--- src/rtl/shift_seq_ctrl.sv ---
// shift_seq_ctrl
// Multi-cycle 16-bit shift/rotate by 0-15 bits. A single 1-bit stage and a single
// 2-bit stage are reused over several cycles in place of a full barrel shifter.
// An operand is latched on an accepted start, stepped through the stages while
// busy stalls the pipeline, and done pulses for one cycle with the result.
//
// Ports:
//   clk    in   1   clock, rising edge
//   rst    in   1   synchronous active-high reset
//   start  in   1   request, honoured only in IDLE or DONE
//   flush  in   1   synchronous abort; returns to IDLE without a done pulse
//   In     in  16   operand, captured on accepted start
//   Cnt    in   4   shift amount 0-15, captured on accepted start
//   Op     in   2   00 rotl, 01 shl, 10 rotr, 11 shr (logical)
//   Out    out 16   result register
//   busy   out  1   high while shifting (SHIFT1/SHIFT2)
//   done   out  1   one-cycle pulse, Out valid while high
module shift_seq_ctrl (
    input  logic        clk,
    input  logic        rst,
    input  logic        start,
    input  logic        flush,
    input  logic [15:0] In,
    input  logic [3:0]  Cnt,
    input  logic [1:0]  Op,
    output logic [15:0] Out,
    output logic        busy,
    output logic        done
);

    localparam logic [1:0] IDLE   = 2'd0;
    localparam logic [1:0] SHIFT1 = 2'd1;
    localparam logic [1:0] SHIFT2 = 2'd2;
    localparam logic [1:0] DONE   = 2'd3;

    logic [1:0]  state, state_next;
    logic [15:0] data, data_next;
    logic [1:0]  opc, opc_next;
    logic [2:0]  rem, rem_next;     // remaining 2-bit steps
    logic [15:0] step1, step2;

    // Single-bit stage
    always_comb begin
        case (opc)
            2'b00:   step1 = {data[14:0], data[15]};
            2'b01:   step1 = {data[14:0], 1'b0};
            2'b10:   step1 = {data[0], data[15:1]};
            default: step1 = {1'b0, data[15:1]};
        endcase
    end

    // Two-bit stage, same op mapping
    always_comb begin
        case (opc)
            2'b00:   step2 = {data[13:0], data[15:14]};
            2'b01:   step2 = {data[13:0], 2'b00};
            2'b10:   step2 = {data[1:0], data[15:2]};
            default: step2 = {2'b00, data[15:2]};
        endcase
    end

    always_comb begin
        state_next = state;
        data_next  = data;
        opc_next   = opc;
        rem_next   = rem;
        if (flush) begin
            // Abort keeps data as-is so Out still shows the partial value
            state_next = IDLE;
        end else begin
            case (state)
                SHIFT1: begin
                    data_next  = step1;
                    state_next = (rem != 3'd0) ? SHIFT2 : DONE;
                end
                SHIFT2: begin
                    data_next  = step2;
                    rem_next   = rem - 3'd1;
                    state_next = (rem == 3'd1) ? DONE : SHIFT2;
                end
                default: begin // IDLE, DONE
                    if (start) begin
                        data_next = In;
                        opc_next  = Op;
                        rem_next  = Cnt[3:1];
                        // Odd counts take the 1-bit step first
                        if (Cnt[0]) begin
                            state_next = SHIFT1;
                        end else if (Cnt[3:1] != 3'd0) begin
                            state_next = SHIFT2;
                        end else begin
                            state_next = DONE;
                        end
                    end else begin
                        state_next = IDLE;
                    end
                end
            endcase
        end
    end

    always_ff @(posedge clk) begin
        if (rst) begin
            state <= IDLE;
            data  <= 16'h0000;
            opc   <= 2'b00;
            rem   <= 3'd0;
        end else begin
            state <= state_next;
            data  <= data_next;
            opc   <= opc_next;
            rem   <= rem_next;
        end
    end

    assign Out  = data;
    assign busy = (state == SHIFT1) || (state == SHIFT2);
    assign done = (state == DONE);

endmodule
--- config.mk ---
export PLATFORM = sky130hd
export DESIGN_NAME = shift_seq_ctrl
export DESIGN_NICKNAME = d
export VERILOG_FILES = /design/src/rtl/shift_seq_ctrl.sv
export SDC_FILE = /design/constraint.sdc
export NUM_CORES = 1
export LEC_CHECK = 0
export ABC_AREA = 1
export CAP_MARGIN = 0
export CORE_MARGIN = 2
export CORE_UTILIZATION = 44
export CTS_CLUSTER_SIZE = 14
export DETAILED_ROUTE_END_ITERATION = 16
export PLACE_DENSITY = 0.74
export SLEW_MARGIN = 25
export SYNTH_ARGS = -nofsm -noshare
export SYNTH_HDL_FRONTEND = slang
export SYNTH_SLANG_ARGS = --single-unit
export TNS_END_PERCENT = 1
--- constraint.sdc ---
create_clock -name clk -period 1.4 [get_ports clk]
set_clock_uncertainty 0.1 [all_clocks]
set_input_delay 0.14 -clock clk [delete_from_list [all_inputs] [get_ports clk]]
set_output_delay 0.14 -clock clk [all_outputs]
set_load 0.02 [all_outputs]
======== After elaboration in Yosys (flattened, before gate mapping) ========
Index checks and enable logic that the tools add are counted.
word-level totals
  memories ................................ 0
  bits in latches ......................... 0
  RAM bits ................................ 0
  logic and storage cells ................. 37
  output and inout bits ................... 18
  flip-flop bits (word level) ............. 23
  bits in read-only memories .............. 0
operators by class
  divide/modulo/power cells ............... 0
  reduce and logical (&&, ||, !) cells .... 11
  eq/ne operators ......................... 6
  bitwise operators ....................... 3
  $lt $le $gt $ge ......................... 0
  shifts and indexed selects .............. 0
  $mul .................................... 0
  add/subtract/negate cells ............... 1
  muxes and demuxes ....................... 12
operators by type and width
  operator               number
  $pmux W16 S3           2
  $pmux W16 S2           1
  $mux W16               1
  $reduce_bool A3 Y1     3
  $eq A2 B2 Y1 const B   3
  $pmux W3 S2            1
  $reduce_and A3 Y1      2
  $eq A2 B1 Y1 const B   2
  $mux W2                2
  $pmux W2 S2            1
  $reduce_or A2 Y1       2
  $eq A3 B1 Y1 const B   1
  $mux W1                3
  $mux W3                1
  $not A1 Y1             3
  $sub A3 B1 Y3 const B  1
  $logic_not A2 Y1       1
  $reduce_and A2 Y1      1
  $reduce_bool A2 Y1     1
  $logic_or A1 B1 Y1     1

======== Depth between registers and ports, before layout ========
Gate-level depths: netlist of run 1.
  word-level depth ........................ 5
  mapped depth ............................ 9

======== Worst setup path before layout of run 1 ========
Ideal clock, no wire load.
  path type ............................... reg2reg
  start ................................... reg state[0]
  end ..................................... reg data[10], in the netlist Out[10]
  cell stages (with the launch flop) ...... 7
  data arrival time ....................... 1415 ps
  setup time .............................. 70 ps
  slack ................................... -185 ps
  path through ............................ dfxtp_1 -> inv_1 -> ha_1 -> clkinv_1 -> clkbuf_1 -> nand2_1 -> a21oi_1
on the way
  longest elaborated chain between the ends .. 3
  elaborated cells between the ends (all ways) .. 5
RTL lines
  element                                              RTL line  text
  start: declaration                                   36        logic [1:0] state, state_next;
  start signal: assignment                             109       state <= state_next;
  $eq A2 B1 Y1 / $eq A2 B2 Y1 (equally long branches)  71        case (state)
  $reduce_bool A3 Y1 (no source line)                  n/a
  $reduce_and A2 Y1 (no source line)                   n/a
  end signal: assignment                               110       data <= data_next;
  end: declaration                                     37        logic [15:0] data, data_next;
Parallel ways exist; a longest one is shown, timed or not.
A chain may end at the register's enable or synchronous reset.

======== Worst setup path in the final report of run 1 ========
  start ................................... reg state[0]
  end ..................................... out busy
on the way
  longest elaborated chain between the ends .. 2
  elaborated cells between the ends (all ways) .. 3
RTL lines
  element                                              RTL line  text
  $eq A2 B1 Y1 / $eq A2 B2 Y1 (equally long branches)  117       assign busy = (state == SHIFT1) || (state == SHIFT2);
  $logic_or A1 B1 Y1 (*)                               117
  end: declaration                                     27        output logic busy,
Every way passes the cells marked *; elsewhere a longest branch is shown, timed or not.

==> results of run 1 <==
-- cell type report --
cell class / instances / area share (%)
Multi-Input combinational cell: 195 / 44.9
Timing Repair Buffer: 59 / 23.9
Sequential cell: 23 / 20.8
Inverter: 32 / 5.69
Tap cell: 48 / 2.68
Clock buffer: 4 / 2.01
-- power groups by stage --
stage                     sequential (W)  combinational [W]  clock [W]
after floorplan                 0.000803           0.000273          0
after global placement          0.000769           0.000528          0
after detailed placement        0.000769           0.000533          0
after CTS                       0.000753           0.000512   0.000433
after global routing            0.000763           0.000582   0.000465
final                           0.000754           0.000523   0.000427
-- logic make-up after synthesis --
| logic type | after synthesis |
|---|---|
| simple gates | 94 |
| flops | 23 |
| buf+inv | 47 |
| xor+xnor | 1 |
| fa+ha+maj | 6 |
| compound gates | 94 |
-- timing repair --
action / CTS / global route
buffers inserted: 0 / 1
pin swaps: 0 / 2
endpoints found under the setup margin: 37 / 22
hold endpoints to repair: 0 / 0
gates resized for setup: 22 / 22
-- metrics by stage --
| stage | instances | utilization [%] | TNS [ns] | area [sq um] | power (W) |
|---|---|---|---|---|---|
| floorplan | 265 | - | -0.360 | 1690 | 0.00108 |
| global placement | 356 | 59.5 | -1.26 | 2180 | 0.00130 |
| detailed placement | 356 | 59.5 | -1.90 | 2180 | 0.00130 |
| CTS | 360 | 60.4 | -0.734 | 2210 | 0.00170 |
| global route | 361 | 61.2 | -1.49 | 2240 | 0.00181 |
| finish | 361 | 61.2 | -0.238 | 2240 | 0.00170 |
-- path summary, 6_finish.rpt --
kind	endpoint	slack (ns)	cells past startpoint
max reg2reg	Out[11]	-0.03	7
max	busy	-0.05	4
min	rem[2]	0.40	2
min reg2reg	rem[2]	0.40	2
-- state kept, by name (all words and copies together), names as in the netlist --
signal,cells
Out,16
opc,2
state,2
rem,3
-- critical path, cell delays in order (launching register included) --
cell	delay [ns]
dfxtp_4	0.38
inv_2	0.05
ha_4	0.27
clkinv_1	0.08
buf_2	0.17
-- placed cells by master (no fill, tap or decap), types with 2 or more instances in the layout --
master           count
a21oi_1             32
a21oi_2             10
buf_4               13
buf_6                3
clkbuf_8             3
clkdlybuf4s50_1     25
dfxtp_1             21
dlygate4sd2_1       16
ha_1                 4
ha_4                 2
inv_1               27
inv_2                2
nand2_1             74
nand3_1              2
nor2_1              14
o21ai_0             37
o21ai_1             12
-- per-layer routing --
layer | share of wire, % | vias up | GRT usage (%)
met3 | 4.3 | 8 | 3.94
met5 | 0 | - | 0
li1 | - | 954 | -
met1 | 45 | 842 | 27.8
met4 | 1.8 | 0 | 5.99
met2 | 49 | 52 | 37.8
==> reports/qor.yml, run 1 <==
global_routing:
  grt_pass1_vias: 1725
  overflow: 0
  grt_pass1_wl_mm: 7.50
  grt_max_degree: 21
  track_usage_pct: 21.9
  antenna_found_initial: 0
cells_and_area:
  seq_area_sq_um: 465
  synthToLayoutAreaGrowth_pct: 34.2
  multi_input_area_sq_um: 1010
  drive_gt1_share_pct: 13.4
  fin_nets: 346
  fillCellCount: 375
  diodes: 0
timing:
  worst_slew_pin_slew_ns: 0.583
  drv_slew: 0
  setup_viol: 11
  fin_crit_ns: 1.45
  max_freq_mhz: 691
  rsz0062_at_grt: "yes"
  whs_ns: 0.402
  hold_viol_final: 0
  post-route-period-util_pct: 103
  setup_slack_ns: -0.0462
  timing.slew.headroom_pct: 61.1
synthesis:
  syn-cell-area_sq_um: 1670
  synthMuxAreaShare_pct: 0
  synth_xor_area_share_pct: 0.524
  yosys-top-cells-area: "dfxtp_1, nand2_1, o21ai_0, a21oi_1, inv_1"
  synth_top_family_by_area: "compound AO/OA/AOI/OAI gates"
  syn_avg_cell_area_sq_um: 6.30
  ys_types: 22
  yosys.area.top_type: "dfxtp_1"
  ys.flop_type: "dfxtp_1"
  synthesis.nets: 297
  yosysWarnings: 0
  synth_cells: 265
  synthAdderAreaFrac_pct: 4.49
  synth_compound_area_share_pct: 31.5
  synthSimpleGateAreaFrac_pct: 21.9
  yosysTopAreaCellShare_pct: 27.6
  synth_most_common_cell: "nand2_1"
  synthArstFlopShare_pct: 0
  ys_ff_latch: 23
  yosysSeqAreaShare_pct: 27.6
  synth_edf_count: 0
  synth_top_cells_by_count: "nand2_1, o21ai_0, a21oi_1"
run_status:
  violations: "setup timing"
  status: "finished, violations left"
placed_design:
  finalWeightedCongestion: 0.882
  post-dp-hpwl_mm: 3.19
  port_buffers: 43
  preCtsSetupSlack_ns: -0.119
clock_tree:
  cts_sinks: 23
  cts_max_path_buffers: 2
  numCtsBuffers: 3
  cts_tree: "built"
  cts-hold-fix-buffers: 0
  htree_num_levels: 1
  ctsRootBufferMaster: "clkbuf_8"
  path_clk_slew_ns: 0.09
  clk_latency_ns: 0.27
worst_setup_path:
  critical_path.startpoint: "state[0]"
  worstSetupPathType: "flip-flop to primary output"
  critical_path.endpoint_type: "primary output"
  crit_arrival_ns: 1.21
  cp_max_fo: 3
  cp.required_ns: 1.16
  startpoint_type: "flip-flop"
  timing.rr.start: "state[0]"
pwr:
  seq_power_share_pct: 44.2
  cellLeakagePower_nw: 1.02
  clockPowerShare_pct: 25.1
  power_density_nw_per_um2: 760
  p_sw_w: 0.000565
  p_int_w: 0.00114
  netSwitchingFraction_pct: 33.2
  comb_power_share_pct: 30.7
  peakVddDrop_v: 0.000630
detailed_routing:
  avgViaCountPerCell: 5.14
  wl_per_cell_um: 11.7
  drtIter0Drc: 125
  vias: 1856
  antenna_left: 0
  routed_wl_mm: 4.23
  drt-pass1-iter-count: 4
  drc: 0
floorplanning:
  die_h_um: 65.6
  core_area_sq_um: 3660
  fp-row-count: 22
  dieArea_sq_um: 4310
  ios: 44
  initial_core_util_pct: 45.6
  die_w_um: 65.6
hold_path:
  min_path_type: "flip-flop to flip-flop"
  min-delay-start: "rem[2]"
flow_run:
  cap_violations: 0
(Power assumes the default switching activity.)
==> run 2: changes to the inputs <==
Settings changed: SETUP_SLACK_MARGIN set to 0.05, SKIP_LAST_GASP set to 1.
==> run 2 against run 1 <==
Against the previous run: the run still ends with setup timing left; sequential share of layout area hardly changed; die area stayed put; critical path depth is 3 lower; largest cell class unchanged; first-iteration DRC count is 10% higher; clock-buffer cell count stayed put; cell count is 0.28% lower; sequential cell count stayed put.
==> reports/qor.yml, run 2 (synthesized netlist as in run 1, its figures left out) <==
timing:
  fin_crit_ns: 1.55  # +0.103 ns
  hold_viol_final: 0  # unchanged
  rsz0062_at_grt: "yes"
  timing.slew.headroom_pct: 63.5  # +2.5 points
  post-route-period-util_pct: 111  # +7.3 points
  worst_slew_pin_slew_ns: 0.546  # -0.0371 ns
  max_freq_mhz: 646  # -6.6%
  drv_slew: 0  # unchanged
  setup_viol: 33  # +22
  setup_slack_ns: -0.149  # -0.103 ns
detailed_routing:
  routed_wl_mm: 4.20  # -0.66%
  drtIter0Drc: 138  # +10%
  avgViaCountPerCell: 5.14  # about the same
  drt-pass1-iter-count: 4  # unchanged
  antenna_left: 0  # unchanged
  vias: 1852  # -0.22%
  wl_per_cell_um: 11.7  # -0.39%
  drc: 0  # unchanged
worst_setup_path:
  crit_family: "buffers and inverters"
  r2r_slack_ns: -0.07  # -0.04 ns
  rr_endpoint: "Out[11]"
  critPathSlowestCell: "clkdlybuf4s50_1"
  cp.required_ns: 1.16  # about the same
  max_stage_delay_ns: 0.63  # +0.25 ns
  cp_num_buf_inv: 1  # -2
  worstRegToRegCells: 7  # unchanged
  crit_arrival_ns: 1.31  # +0.10 ns
  critical_path.endpoint_type: "primary output"
  timing.rr.start: "state[1]"
  worstSetupPathType: "flip-flop to primary output"
  critical_path.startpoint: "Out[2]"
  cp_max_fo: 4  # +1
  crit_chain: "clkdlybuf4s50_1"
  startpoint_type: "flip-flop"
cells_and_area:
  final_cell_mix: "nand2_1, o21ai_0, clkdlybuf4s50_1"
  synthToLayoutAreaGrowth_pct: 33.3
  fin_nets: 345  # -0.29%
  largest_register_ffs: 16  # unchanged
  mostFrequentLayoutCell: "nand2_1"
  drive_gt1_share_pct: 12.2  # -1.2 points
  diodes: 0  # unchanged
placed_design:
  preCtsSetupSlack_ns: -0.119  # unchanged
  port_buffers: 43  # unchanged
  finalWeightedCongestion: 0.882  # unchanged
  post-dp-hpwl_mm: 3.19  # unchanged
clock_tree:
  ctsRootBufferMaster: "clkbuf_8"
  post_cts_buffers: 0  # unchanged
  htree_num_levels: 1  # unchanged
  clk_latency_ns: 0.27  # about the same
  numCtsBuffers: 3  # unchanged
  cts_sinks: 23  # unchanged
  cts-hold-fix-buffers: 0  # unchanged
  cts_max_path_buffers: 2  # unchanged
  path_clk_slew_ns: 0.09  # about the same
  cts_tree: "built"
pwr:
  power_density_nw_per_um2: 770  # +1.4%
  cellLeakagePower_nw: 0.967  # -5.0%
  p_total_w: 0.00172  # +0.68%
  peakVddDrop_v: 0.000632  # +0.34%
flow_run:
  cap_violations: 0  # unchanged
global_routing:
  antenna_found_initial: 0  # unchanged
  grt_pass1_vias: 1717  # -0.46%
  grt_pass1_wl_mm: 7.40  # -1.4%
  grt_max_degree: 21  # unchanged
  track_usage_pct: 21.5  # -0.32 points
  overflow: 0  # unchanged
hold_path:
  hold_depth: 3  # +1
  hold_end: "opc[0]"
  min_path_type: "input pin to flip-flop"
  min-delay-start: "Op[0]"
floorplanning:
  core_area_sq_um: 3660  # unchanged
  ios: 44  # unchanged
  die_w_um: 65.6  # unchanged
  fp-row-count: 22  # unchanged
  die_h_um: 65.6  # unchanged
  dieArea_sq_um: 4310  # unchanged
  initial_core_util_pct: 45.6  # unchanged
run_status:
  status: "finished, violations left"
  violations: "setup timing"
==> run 2: layout make-up <==
type | count | area [sq um]
Inverter | 32 | 125
Fill cell | 369 | 1430
Timing Repair Buffer | 58 | 544
Clock buffer | 4 | 45.0
Tap cell | 48 | 60.1
Sequential cell | 23 | 463
Multi-Input combinational cell | 195 | 990
==> run 2: layer usage <==
metal  global-route usage [%]  part of all wire (%)  vias to the layer above
met5                        0                     0                        -
met4                     5.99                   1.8                        0
met3                     3.94                   5.0                        8
met2                     37.1                    48                       58
met1                     27.4                    45                      838
li1                         -                     -                      948
==> run 2: worst max-delay path by stage <==
| stage | slack [ns] | end | cells past startpoint |
|---|---|---|---|
| after global placement | -0.1 | busy | 4 |
| after floorplan | -0.04 | Out[10] | 9 |
| after global routing | -0.18 | Out[0] | 1 |
| after CTS | -0.14 | Out[2] | 1 |
| after detailed placement | -0.12 | Out[6] | 6 |
| final | -0.15 | Out[2] | 1 |
==> run 2: power by group <==
| group | internal, W | leakage [nW] | total, W | switching (W) |
|---|---|---|---|---|
| Combinational | 0.000247 | 0.754 | 0.000531 | 0.000284 |
| Sequential | 0.000705 | 0.191 | 0.000755 | 0.0000496 |
| Clock | 0.000204 | 0.0228 | 0.000429 | 0.000226 |
| Total | 0.00116 | 0.967 | 0.00172 | 0.000560 |
==> run 2: metrics by stage <==
step	std cells	area (sq um)	TNS, ns	utilization, %	hold slack [ns]
6_report	360	2230	-2.42	60.8	0.403
5_1_grt	360	2230	-5.07	60.8	0.415
4_1_cts	360	2220	-3.61	60.7	0.404
3_5_place_dp	356	2180	-1.90	59.5	0.393
3_3_place_gp	356	2180	-1.26	59.5	0.383
2_1_floorplan	265	1690	-0.360	-	0.102
==> run 2: timing repair <==
item | 4_1_cts | 5_1_grt
pin swaps | 0 | 0
setup endpoints to repair | 39 | 39
resized for setup | 5 | 2
hold endpoints to repair | 0 | 0
